## src/rtl/spi_pkg.sv

```systemverilog
// rtl/spi_pkg.sv - shared state, phase and opcode definitions for the SPI slave front end
package spi_pkg;

    localparam int DATA_W_DEF = 8;

    typedef enum logic [2:0] {
        IDLE      = 3'd0,
        CHK_CMD   = 3'd1,
        WRITE     = 3'd2,
        READ_ADD  = 3'd3,
        READ_DATA = 3'd4
    } spi_state_e;

    // Sub-phase inside WRITE/READ_ADD/READ_DATA
    typedef enum logic [1:0] {
        PH_RX      = 2'd0,
        PH_WAIT_TX = 2'd1,
        PH_TX      = 2'd2,
        PH_HOLD    = 2'd3
    } spi_phase_e;

    localparam logic [1:0] OP_WR_ADDR = 2'b00;
    localparam logic [1:0] OP_WR_DATA = 2'b01;
    localparam logic [1:0] OP_RD_ADDR = 2'b10;
    localparam logic [1:0] OP_RD_DATA = 2'b11;

endpackage

```

## src/rtl/spi_slave_if_if.sv

```systemverilog
// rtl/spi_slave_if_if.sv - frame/read-data handshake between the SPI front end and the RAM block
interface spi_slave_if_if #(
    parameter int DATA_W = 8
);
    localparam int FRAME_W = DATA_W + 2;

    logic [FRAME_W-1:0] rx_data;
    logic               rx_valid;
    logic [DATA_W-1:0]  tx_data;
    logic               tx_valid;

    modport slave  (output rx_data, rx_valid, input  tx_data, tx_valid);
    modport master (input  rx_data, rx_valid, output tx_data, tx_valid);
endinterface

```

## src/rtl/spi_shift_reg.sv

```systemverilog
// rtl/spi_shift_reg.sv - SIPO/PISO shift register with bit counter and last-bit flags
module spi_shift_reg #(
    parameter int DATA_W = 8,
    parameter int CNT_W  = 4
) (
    input  logic                 clk,
    input  logic                 rst_n,
    input  logic                 clr,
    input  logic                 shift_en,
    input  logic                 din,
    input  logic                 load,
    input  logic [DATA_W-1:0]    load_data,
    output logic [DATA_W+1:0]    frame_next,
    output logic                 ser_out,
    output logic                 rx_done,
    output logic                 tx_done
);
    localparam int FRAME_W = DATA_W + 2;

    logic [FRAME_W-1:0] sreg;
    logic [CNT_W-1:0]   cnt;

    assign frame_next = {sreg[FRAME_W-2:0], din};
    assign ser_out    = sreg[FRAME_W-1];
    assign rx_done    = shift_en && (cnt == CNT_W'(FRAME_W - 1));
    assign tx_done    = shift_en && (cnt == CNT_W'(DATA_W - 1));

    // Transmit data sits left-aligned so the same MSB tap feeds MISO
    always_ff @(posedge clk or negedge rst_n) begin
        if (!rst_n) begin
            sreg <= '0;
            cnt  <= '0;
        end else if (clr) begin
            cnt  <= '0;
        end else if (load) begin
            sreg <= {load_data, {(FRAME_W - DATA_W){1'b0}}};
            cnt  <= '0;
        end else if (shift_en) begin
            sreg <= frame_next;
            cnt  <= cnt + 1'b1;
        end
    end

endmodule

```

## src/rtl/spi_slave_if.sv

```systemverilog
// rtl/spi_slave_if.sv - SPI mode-0 slave front end; SPI_FRAME_ERR_EN adds the frame_err output
module spi_slave_if
    import spi_pkg::*;
#(
    parameter int DATA_W = DATA_W_DEF,
    parameter int CNT_W  = 4
) (
    input  logic           clk,
    input  logic           rst_n,
    input  logic           SS_n,
    input  logic           MOSI,
    output logic           MISO,
    spi_slave_if_if.slave  ram
`ifdef SPI_FRAME_ERR_EN
    ,
    output logic           frame_err
`endif
);
    localparam int FRAME_W = DATA_W + 2;

    spi_state_e         state_q, state_d;
    spi_phase_e         phase_q, phase_d;
    logic [FRAME_W-1:0] rx_data_q, rx_data_d;
    logic               rx_valid_q, rx_valid_d;
    logic               rd_seen_q, rd_seen_d;
    logic               miso_d;
    logic               err_d;

    logic               sr_clr, sr_shift, sr_din, sr_load;
    logic [FRAME_W-1:0] frame_next;
    logic               ser_out, rx_done, tx_done;

    spi_shift_reg #(.DATA_W(DATA_W), .CNT_W(CNT_W)) u_shift (
        .clk        (clk),
        .rst_n      (rst_n),
        .clr        (sr_clr),
        .shift_en   (sr_shift),
        .din        (sr_din),
        .load       (sr_load),
        .load_data  (ram.tx_data),
        .frame_next (frame_next),
        .ser_out    (ser_out),
        .rx_done    (rx_done),
        .tx_done    (tx_done)
    );

    always_ff @(posedge clk or negedge rst_n) begin
        if (!rst_n) begin
            state_q    <= IDLE;
            phase_q    <= PH_RX;
            rx_data_q  <= '0;
            rx_valid_q <= 1'b0;
            rd_seen_q  <= 1'b0;
            MISO       <= 1'b0;
        end else begin
            state_q    <= state_d;
            phase_q    <= phase_d;
            rx_data_q  <= rx_data_d;
            rx_valid_q <= rx_valid_d;
            rd_seen_q  <= rd_seen_d;
            MISO       <= miso_d;
        end
    end

    always_comb begin
        state_d    = state_q;
        phase_d    = phase_q;
        rx_data_d  = rx_data_q;
        rx_valid_d = 1'b0;
        rd_seen_d  = rd_seen_q;
        miso_d     = 1'b0;
        err_d      = 1'b0;
        sr_clr     = 1'b0;
        sr_shift   = 1'b0;
        sr_din     = MOSI;
        sr_load    = 1'b0;

        // Deselect wins over everything, including a frame's final bit
        if (SS_n) begin
            state_d = IDLE;
            phase_d = PH_RX;
            sr_clr  = 1'b1;
            if (state_q == CHK_CMD ||
                ((state_q == WRITE || state_q == READ_ADD || state_q == READ_DATA) &&
                 phase_q != PH_HOLD))
                err_d = 1'b1;
        end else begin
            case (state_q)
                IDLE: begin
                    state_d = CHK_CMD;
                    phase_d = PH_RX;
                    sr_clr  = 1'b1;
                end
                CHK_CMD: begin
                    phase_d = PH_RX;
                    sr_clr  = 1'b1;
                    if (!MOSI)          state_d = WRITE;
                    else if (rd_seen_q) state_d = READ_DATA;
                    else                state_d = READ_ADD;
                end
                WRITE, READ_ADD, READ_DATA: begin
                    case (phase_q)
                        PH_RX: begin
                            sr_shift = 1'b1;
                            if (rx_done) begin
                                rx_data_d  = frame_next;
                                rx_valid_d = 1'b1;
                                phase_d    = (state_q == READ_DATA) ? PH_WAIT_TX : PH_HOLD;
                                if (state_q == READ_ADD)
                                    rd_seen_d = 1'b1;
                                if (state_q != WRITE && frame_next[FRAME_W-1] != OP_RD_ADDR[1])
                                    err_d = 1'b1;
                            end
                        end
                        PH_WAIT_TX: begin
                            if (ram.tx_valid) begin
                                sr_load = 1'b1;
                                phase_d = PH_TX;
                            end
                        end
                        PH_TX: begin
                            sr_shift = 1'b1;
                            sr_din   = 1'b0;
                            miso_d   = ser_out;
                            if (tx_done) begin
                                phase_d   = PH_HOLD;
                                rd_seen_d = 1'b0;
                            end
                        end
                        default: ;
                    endcase
                end
                default: state_d = IDLE;
            endcase
        end
    end

    assign ram.rx_data  = rx_data_q;
    assign ram.rx_valid = rx_valid_q;

`ifdef SPI_FRAME_ERR_EN
    always_ff @(posedge clk or negedge rst_n) begin
        if (!rst_n) frame_err <= 1'b0;
        else        frame_err <= err_d;
    end
`else
    logic unused_err;
    assign unused_err = err_d;
`endif

endmodule

```

## src/flat_wrapper.sv

```systemverilog
// flat-port wrapper written by rule: the top's interface ports become plain ports
module spi_slave_if_flat import spi_pkg::*;
#(
    parameter int DATA_W = DATA_W_DEF,
    parameter int CNT_W  = 4
)
  (clk, rst_n, SS_n, MOSI, MISO, ram_rx_data, ram_rx_valid, ram_tx_data, ram_tx_valid);
  spi_slave_if_if #(.DATA_W(DATA_W)) ram_i ();
  input  logic clk;
  input  logic rst_n;
  input  logic SS_n;
  input  logic MOSI;
  output logic MISO;
  output wire logic [$bits(ram_i.rx_data)-1:0] ram_rx_data;
  output wire logic [$bits(ram_i.rx_valid)-1:0] ram_rx_valid;
  input wire logic [$bits(ram_i.tx_data)-1:0] ram_tx_data;
  input wire logic [$bits(ram_i.tx_valid)-1:0] ram_tx_valid;
  assign ram_rx_data = ram_i.rx_data;
  assign ram_rx_valid = ram_i.rx_valid;
  assign ram_i.tx_data = ram_tx_data;
  assign ram_i.tx_valid = ram_tx_valid;
  spi_slave_if #(.DATA_W(DATA_W), .CNT_W(CNT_W)) u_core (.clk(clk), .rst_n(rst_n), .SS_n(SS_n), .MOSI(MOSI), .MISO(MISO), .ram(ram_i));
endmodule
```

## config.mk

```make
export PLATFORM = sky130hd
export DESIGN_NAME = spi_slave_if_flat
export DESIGN_NICKNAME = d
export VERILOG_FILES = /design/src/rtl/spi_pkg.sv /design/src/rtl/spi_slave_if_if.sv /design/src/rtl/spi_shift_reg.sv /design/src/rtl/spi_slave_if.sv /design/src/flat_wrapper.sv
export SDC_FILE = /design/constraint.sdc
export NUM_CORES = 1
export LEC_CHECK = 0
export BUFFER_PORTS_ARGS = -buffer_cell sky130_fd_sc_hd__buf_2
export CELL_PAD_IN_SITES_DETAIL_PLACEMENT = 1
export CELL_PAD_IN_SITES_GLOBAL_PLACEMENT = 1
export CORE_MARGIN = 2
export CORE_UTILIZATION = 40
export DETAILED_ROUTE_END_ITERATION = 8
export PLACE_DENSITY_LB_ADDON = 0.25
export SYNTH_ARGS = -nofsm -noshare
export SYNTH_HDL_FRONTEND = slang
export SYNTH_SLANG_ARGS = --single-unit
```

## constraint.sdc

```tcl
create_clock -name clk -period 5.1 [get_ports clk]
set_input_delay 0.765 -clock clk [delete_from_list [all_inputs] [get_ports clk]]
set_output_delay 0.765 -clock clk [all_outputs]
set_load 0.01 [all_outputs]
```

==> flow_summary.yaml, run 1 <==
synth:
  synth.avg_cell_area_um2: 11.6
  fraction_of_registers_with_async_set_reset_pct: 100
  synth.net_count: 161
  yosysSeqAreaShare_pct: 48.7
  synth_warnings: 0
  ys_seq_elements: 32
  synthesis.instances: 142
  postSynth.topFlopCell: "dfrtp_1"
  synth-edff-count: 0
  netlist-cell-type-count: 40
  summed_instance_area_of_the_synthesized_netlist_um2: 1650
setup_path:
  endpoint_kind: "flop"
  cp.arrival_ns: 2.32
  path_max_fanout: 11
  crit_required_ns: 5.33
  path_class: "flop to flop"
  critical_path_startpoint_category: "flop"
global_routing:
  met2_usage_pct: 26.1
  global_route.usage.total_pct: 17.1
  grt_util_met3_pct: 4.93
  globalRoute.totalOverflow: 0
  grt_max_degree: 33
  grt_util_met1_pct: 23.5
  busiest_layer: "met2"
  grt_pass1_vias: 1159
  antenna_found_initial: 0
  grt_pass1_wl_um: 5720
sta:
  fin_worst_skew_ns: 0.00684
  worst_slew_pin_slew_ns: 0.726
  grt_setup_unrepaired: "no"
  layout_min_cycle_time_ns: 2.09
  relSlewSlack_pct: 51.6
  timing.final.hold_violations: 0
  timing.final.crit_share_pct: 41.1
  fin_max_slew_vios: 0
  report.final.setup_viol: 0
  setup-tns-final_ns: 0
  timing.fmax_ghz: 0.478
cts:
  tritoncts: "built"
  numClockSinks: 32
  cts.path.max_buffers: 2
  cts.htree.levels: 2
  post_cts_setup_buffers: 0
  post_cts_hold_buffer_count: 0
  tritoncts_buffer_count: 5
  cts_repair_resize_count: 0
  clk_root_buffer_cell: "clkbuf_8"
  worstSkewPairLatency_ns: 0.28
  clk_pin_slew_ns: 0.07
placement:
  numPortBuffers: 24
  gp_routability_congestion: 0.735
  half_perimeter_wire_length_after_placement_um: 2500
cells_and_area:
  layout.filler_cells: 452
  layout-drive-gt1-share_pct: 30.6
  finish.net_count: 188
  areaGrowthSynthToFinish_pct: 15.4
  antennaDiodeCount: 0
floorplanning:
  fp.dieW_um: 68.1
  design.portCount: 25
  die_height_um: 68.1
  floorplan.core_area_um2: 3970
  floorplan.initialDensity_pct: 41.4
  die_area_um2: 4640
  placement_rows: 23
pwr:
  post-layout-total-power_w: 0.000629
  vdd.ir_drop.worst_uv: 239
  pleak_nw: 0.916
  pwr_density_cell_nw_per_um2: 331
routing:
  drt-total-wl_um: 3420
  via_count: 1132
  drt-pass1-iter-count: 3
  route.detailed.wl_per_inst_um: 15.5
  drt_first_iter_violations: 28
  viasPerCell: 5.15
  detail-route-antenna-nets: 0
  drc: 0
job:
  drv.max_cap_violation_count: 0
min_path:
  timing.hold.worst.class: "flop to flop"
outcome:
  outcome: "finished, final reports clean"
[flip-flops by register name, indices dropped and copies added, names as in the netlist]
signal	flops
u_core.rd_seen_q	1
u_core.phase_q	2
u_core.ram.rx_valid	1
u_core.u_shift.sreg	10
u_core.state_q	3
u_core.ram.rx_data	10
u_core.MISO	1
u_core.u_shift.cnt	4
[worst paths after layout]
kind / start / endpoint / slack (ns) / depth (start not counted)
min in group asynchronous: rst_n / u_core.phase_q[0] / 0.53 / 1
max in group asynchronous: rst_n / u_core.u_shift.sreg[1] / 4.10 / 1
min: u_core.ram.rx_data[0] / u_core.ram.rx_data[0] / 0.51 / 2
min reg2reg: u_core.ram.rx_data[0] / u_core.ram.rx_data[0] / 0.51 / 2
max reg2reg: u_core.phase_q[0] / u_core.u_shift.cnt[2] / 3.01 / 8
max: u_core.phase_q[0] / u_core.u_shift.cnt[2] / 3.01 / 8
[kinds of logic after synthesis]
kind of cell	after synthesis	share of synthesized area, %
multiplexers	19	13.8
AO/OA/AOI/OAI	32	12.9
adder cells (fa/ha/maj)	6	4.56
flip-flops	32	48.7
XOR/XNOR	1	0.532
buffers and inverters	10	4.11
AND/OR/NAND/NOR	42	15.4
[power by group]
group	internal, W	switching [W]
combinational	0.0000324	0.0000368
clock	0.000144	0.0000983
sequential	0.000288	0.0000291
total	0.000465	0.000164
[cell usage in the layout (no fill, tap or decap), types with 3 or more instances in the layout]
| master | instances |
|---|---|
| dfrtp_1 | 32 |
| buf_2 | 24 |
| nand2_1 | 15 |
| mux2i_1 | 10 |
| o21ai_1 | 8 |
| mux2_4 | 7 |
| o21ai_0 | 7 |
| ha_1 | 6 |
| inv_1 | 5 |
| nor3_1 | 5 |
| clkbuf_8 | 5 |
| a21oi_1 | 4 |
| nor2_1 | 3 |
| nor2b_1 | 3 |
[area by class of cell]
| class | count | area [µm²] | area share (%) |
|---|---|---|---|
| tap | 50 | 62.6 | 3.30 |
| inverter | 5 | 18.8 | 0.989 |
| multi-input combinational | 100 | 777 | 40.9 |
| clock buffer | 5 | 68.8 | 3.63 |
| timing repair buffer | 25 | 128 | 6.72 |
| sequential | 32 | 801 | 42.2 |
| clock inverter | 3 | 42.5 | 2.24 |
[metrics by stage]
stage,worst slack (ns),instances,utilization (%),hold slack (ns),cell area [µm²]
6_report,3.01,220,47.8,0.512,1900
5_1_grt,2.80,220,47.8,0.526,1900
4_1_cts,2.99,220,47.8,0.513,1900
3_5_place_dp,3.01,212,45.0,0.492,1790
3_3_place_gp,3.16,212,45.0,0.464,1790
2_1_floorplan,3.30,142,-,0.469,1650
[per-layer routing]
metal / vias to the layer above / part of all wire (%)
li1: 554 / -
met2: 17 / 47
met5: - / 0
met1: 557 / 49
met3: 4 / 3.4
met4: 0 / 0.73
[synthesized netlist by cell type, drive strengths merged (2+ instances only)]
cell type  count  area (µm²)
a21o           2        15.0
a21oi          5        36.3
buf            5        48.8
dfrtp         32         801
ha             6        75.1
inv            5        18.8
mux2           9         128
mux2i         10         100
nand2         16        67.6
nand3          2        10.0
nor2           4        22.5
nor2b          3        18.8
nor3           5        25.0
nor3b          2        20.0
o21ai         15        75.1
o21bai         2        15.0
o32ai          2        17.5
or2            2        12.5
[worst max-delay path, cell delays in order, from the launching register on]
cell      delay, ns
dfrtp_1        0.39
inv_1          0.09
ha_1           0.31
nor2_1         0.21
a211oi_2       0.07
buf_4          0.21
nor3_1         0.44
o21bai_1       0.20
a21o_1         0.13
Note: power is estimated with default switching activity, not from simulation.
==> run 2, diff against run 1 <==
clock period = 2.1 ns   (was 5.1 ns; I/O delays follow)
==> run 2 against run 1 <==
Total power up 140%. Clock power up 140%. Clock-buffer cell count unchanged. Final area up 0.79%. Highest routed layer unchanged. Core utilization up 0.38 points. Die area unchanged.
==> flow_summary.yaml, run 2 (synthesis results as in run 1) <==
outcome:
  outcome: "finished, final reports clean"
cts:
  clk_pin_slew_ns: 0.06
  worstSkewPairLatency_ns: 0.29
  post_cts_hold_buffer_count: 0
  clk_root_buffer_cell: "clkbuf_8"
  post_cts_setup_buffers: 0
  cts.path.max_buffers: 2
  cts_repair_resize_count: 0
  cts.htree.levels: 2
  tritoncts: "built"
  numClockSinks: 32
  tritoncts_buffer_count: 5
routing:
  detail-route-antenna-nets: 0
  viasPerCell: 5.24
  route.detailed.wl_per_inst_um: 15.1
  drc: 0
  drt-pass1-iter-count: 4
  via_count: 1163
  drt_first_iter_violations: 54
  drt-total-wl_um: 3360
cells_and_area:
  layout-drive-gt1-share_pct: 31.4
  layout.filler_cells: 462
  layout.cells.most_common_list: "dfrtp_1 (32), buf_2 (24), nand2_1 (15)"
  areaGrowthSynthToFinish_pct: 16.3
  final_common_cell: "dfrtp_1"
  antennaDiodeCount: 0
  finish.net_count: 190
floorplanning:
  floorplan.initialDensity_pct: 41.4
  design.portCount: 25
  floorplan.core_area_um2: 3970
  die_area_um2: 4640
  die_height_um: 68.1
  placement_rows: 23
  fp.dieW_um: 68.1
setup_path:
  crit_required_ns: 2.27
  path_max_fanout: 6
  cp.arrival_ns: 2.08
  crit_path_cell_trace: "inv_1 -> ha_1 -> a21bo_2 -> o311ai_0 -> or2_2 -> o32ai_1"
  reg2reg_setup_slack_ns: 0.19
  cell_with_the_biggest_individual_delay_on_the_critical_path: "dfrtp_1"
  critical_path_startpoint_category: "flop"
  crit_buf_inv: 1
  path_class: "flop to flop"
  critical_path.top_delay_family: "compound AO/OA/AOI/OAI gates"
  critPathMaxStageDelay_ns: 0.38
  endpoint_kind: "flop"
pwr:
  pleak_nw: 0.927
  vdd.ir_drop.worst_uv: 377
  pwr_density_cell_nw_per_um2: 795
global_routing:
  globalRoute.totalOverflow: 0
  grt_max_degree: 33
  grt_pass1_vias: 1130
  antenna_found_initial: 0
  grt_pass1_wl_um: 5330
  global_route.usage.total_pct: 16.1
sta:
  report.final.setup_viol: 0
  worst_slew_pin_slew_ns: 0.708
  relSlewSlack_pct: 52.8
  timing.final.crit_share_pct: 91.1
  grt_setup_unrepaired: "no"
  fin_max_slew_vios: 0
  fin_worst_skew_ns: 0.00609
  timing.fmax_ghz: 0.523
  timing.final.hold_violations: 0
  setup-tns-final_ns: 0
  holdWs_ns: 0.0780
  layout_min_cycle_time_ns: 1.91
placement:
  half_perimeter_wire_length_after_placement_um: 2550
  gp_routability_congestion: 0.767
  numPortBuffers: 24
min_path:
  timing.hold.worst.class: "primary input to asynchronous set/reset pin"
job:
  drv.max_cap_violation_count: 0
==> run 2: layout make-up <==
class / count / area (µm²) / share of cell area [%]
clock buffer: 5 / 68.8 / 3.60
sequential: 32 / 801 / 41.9
multi-input combinational: 100 / 777 / 40.6
inverter: 5 / 18.8 / 0.981
tap: 50 / 62.6 / 3.27
clock inverter: 3 / 42.5 / 2.22
timing repair buffer: 27 / 143 / 7.46
==> run 2: metrics by stage <==
step	std cells	power, W	area, µm²	setup WS (ns)	utilization [%]
2_1_floorplan	142	0.000884	1650	0.301	-
3_3_place_gp	214	0.000941	1800	0.271	45.4
3_5_place_dp	214	0.000954	1800	0.167	45.4
4_1_cts	222	0.00155	1910	0.162	48.2
5_1_grt	222	0.00160	1910	0.0214	48.2
6_report	222	0.00152	1910	0.188	48.2
==> run 2: worst paths after layout <==
kind,cells after the start,start,to
min,1,rst_n,u_core.state_q[1]
max in group asynchronous,1,rst_n,u_core.u_shift.cnt[2]
max,6,u_core.phase_q[0],u_core.phase_q[0]
max reg2reg,6,u_core.phase_q[0],u_core.phase_q[0]
min reg2reg,2,u_core.ram.rx_data[0],u_core.ram.rx_data[0]
min in group clk,3,ram_tx_data[0],u_core.u_shift.sreg[2]
==> run 2: metal layers <==
metal  track usage [%]  share of wire [%]
met4              9.75                2.4
met3              4.11                4.2
met1              20.2                 44
met2              25.0                 49
met5                 0                  0
==> run 2: report_power, final <==
part	leakage, nW	switching (W)	internal (W)	total (W)
clock	0.0541	0.000235	0.000351	0.000586
sequential	0.435	0.0000641	0.000699	0.000764
combinational	0.438	0.0000909	0.0000809	0.000172
total	0.927	0.000390	0.00113	0.00152
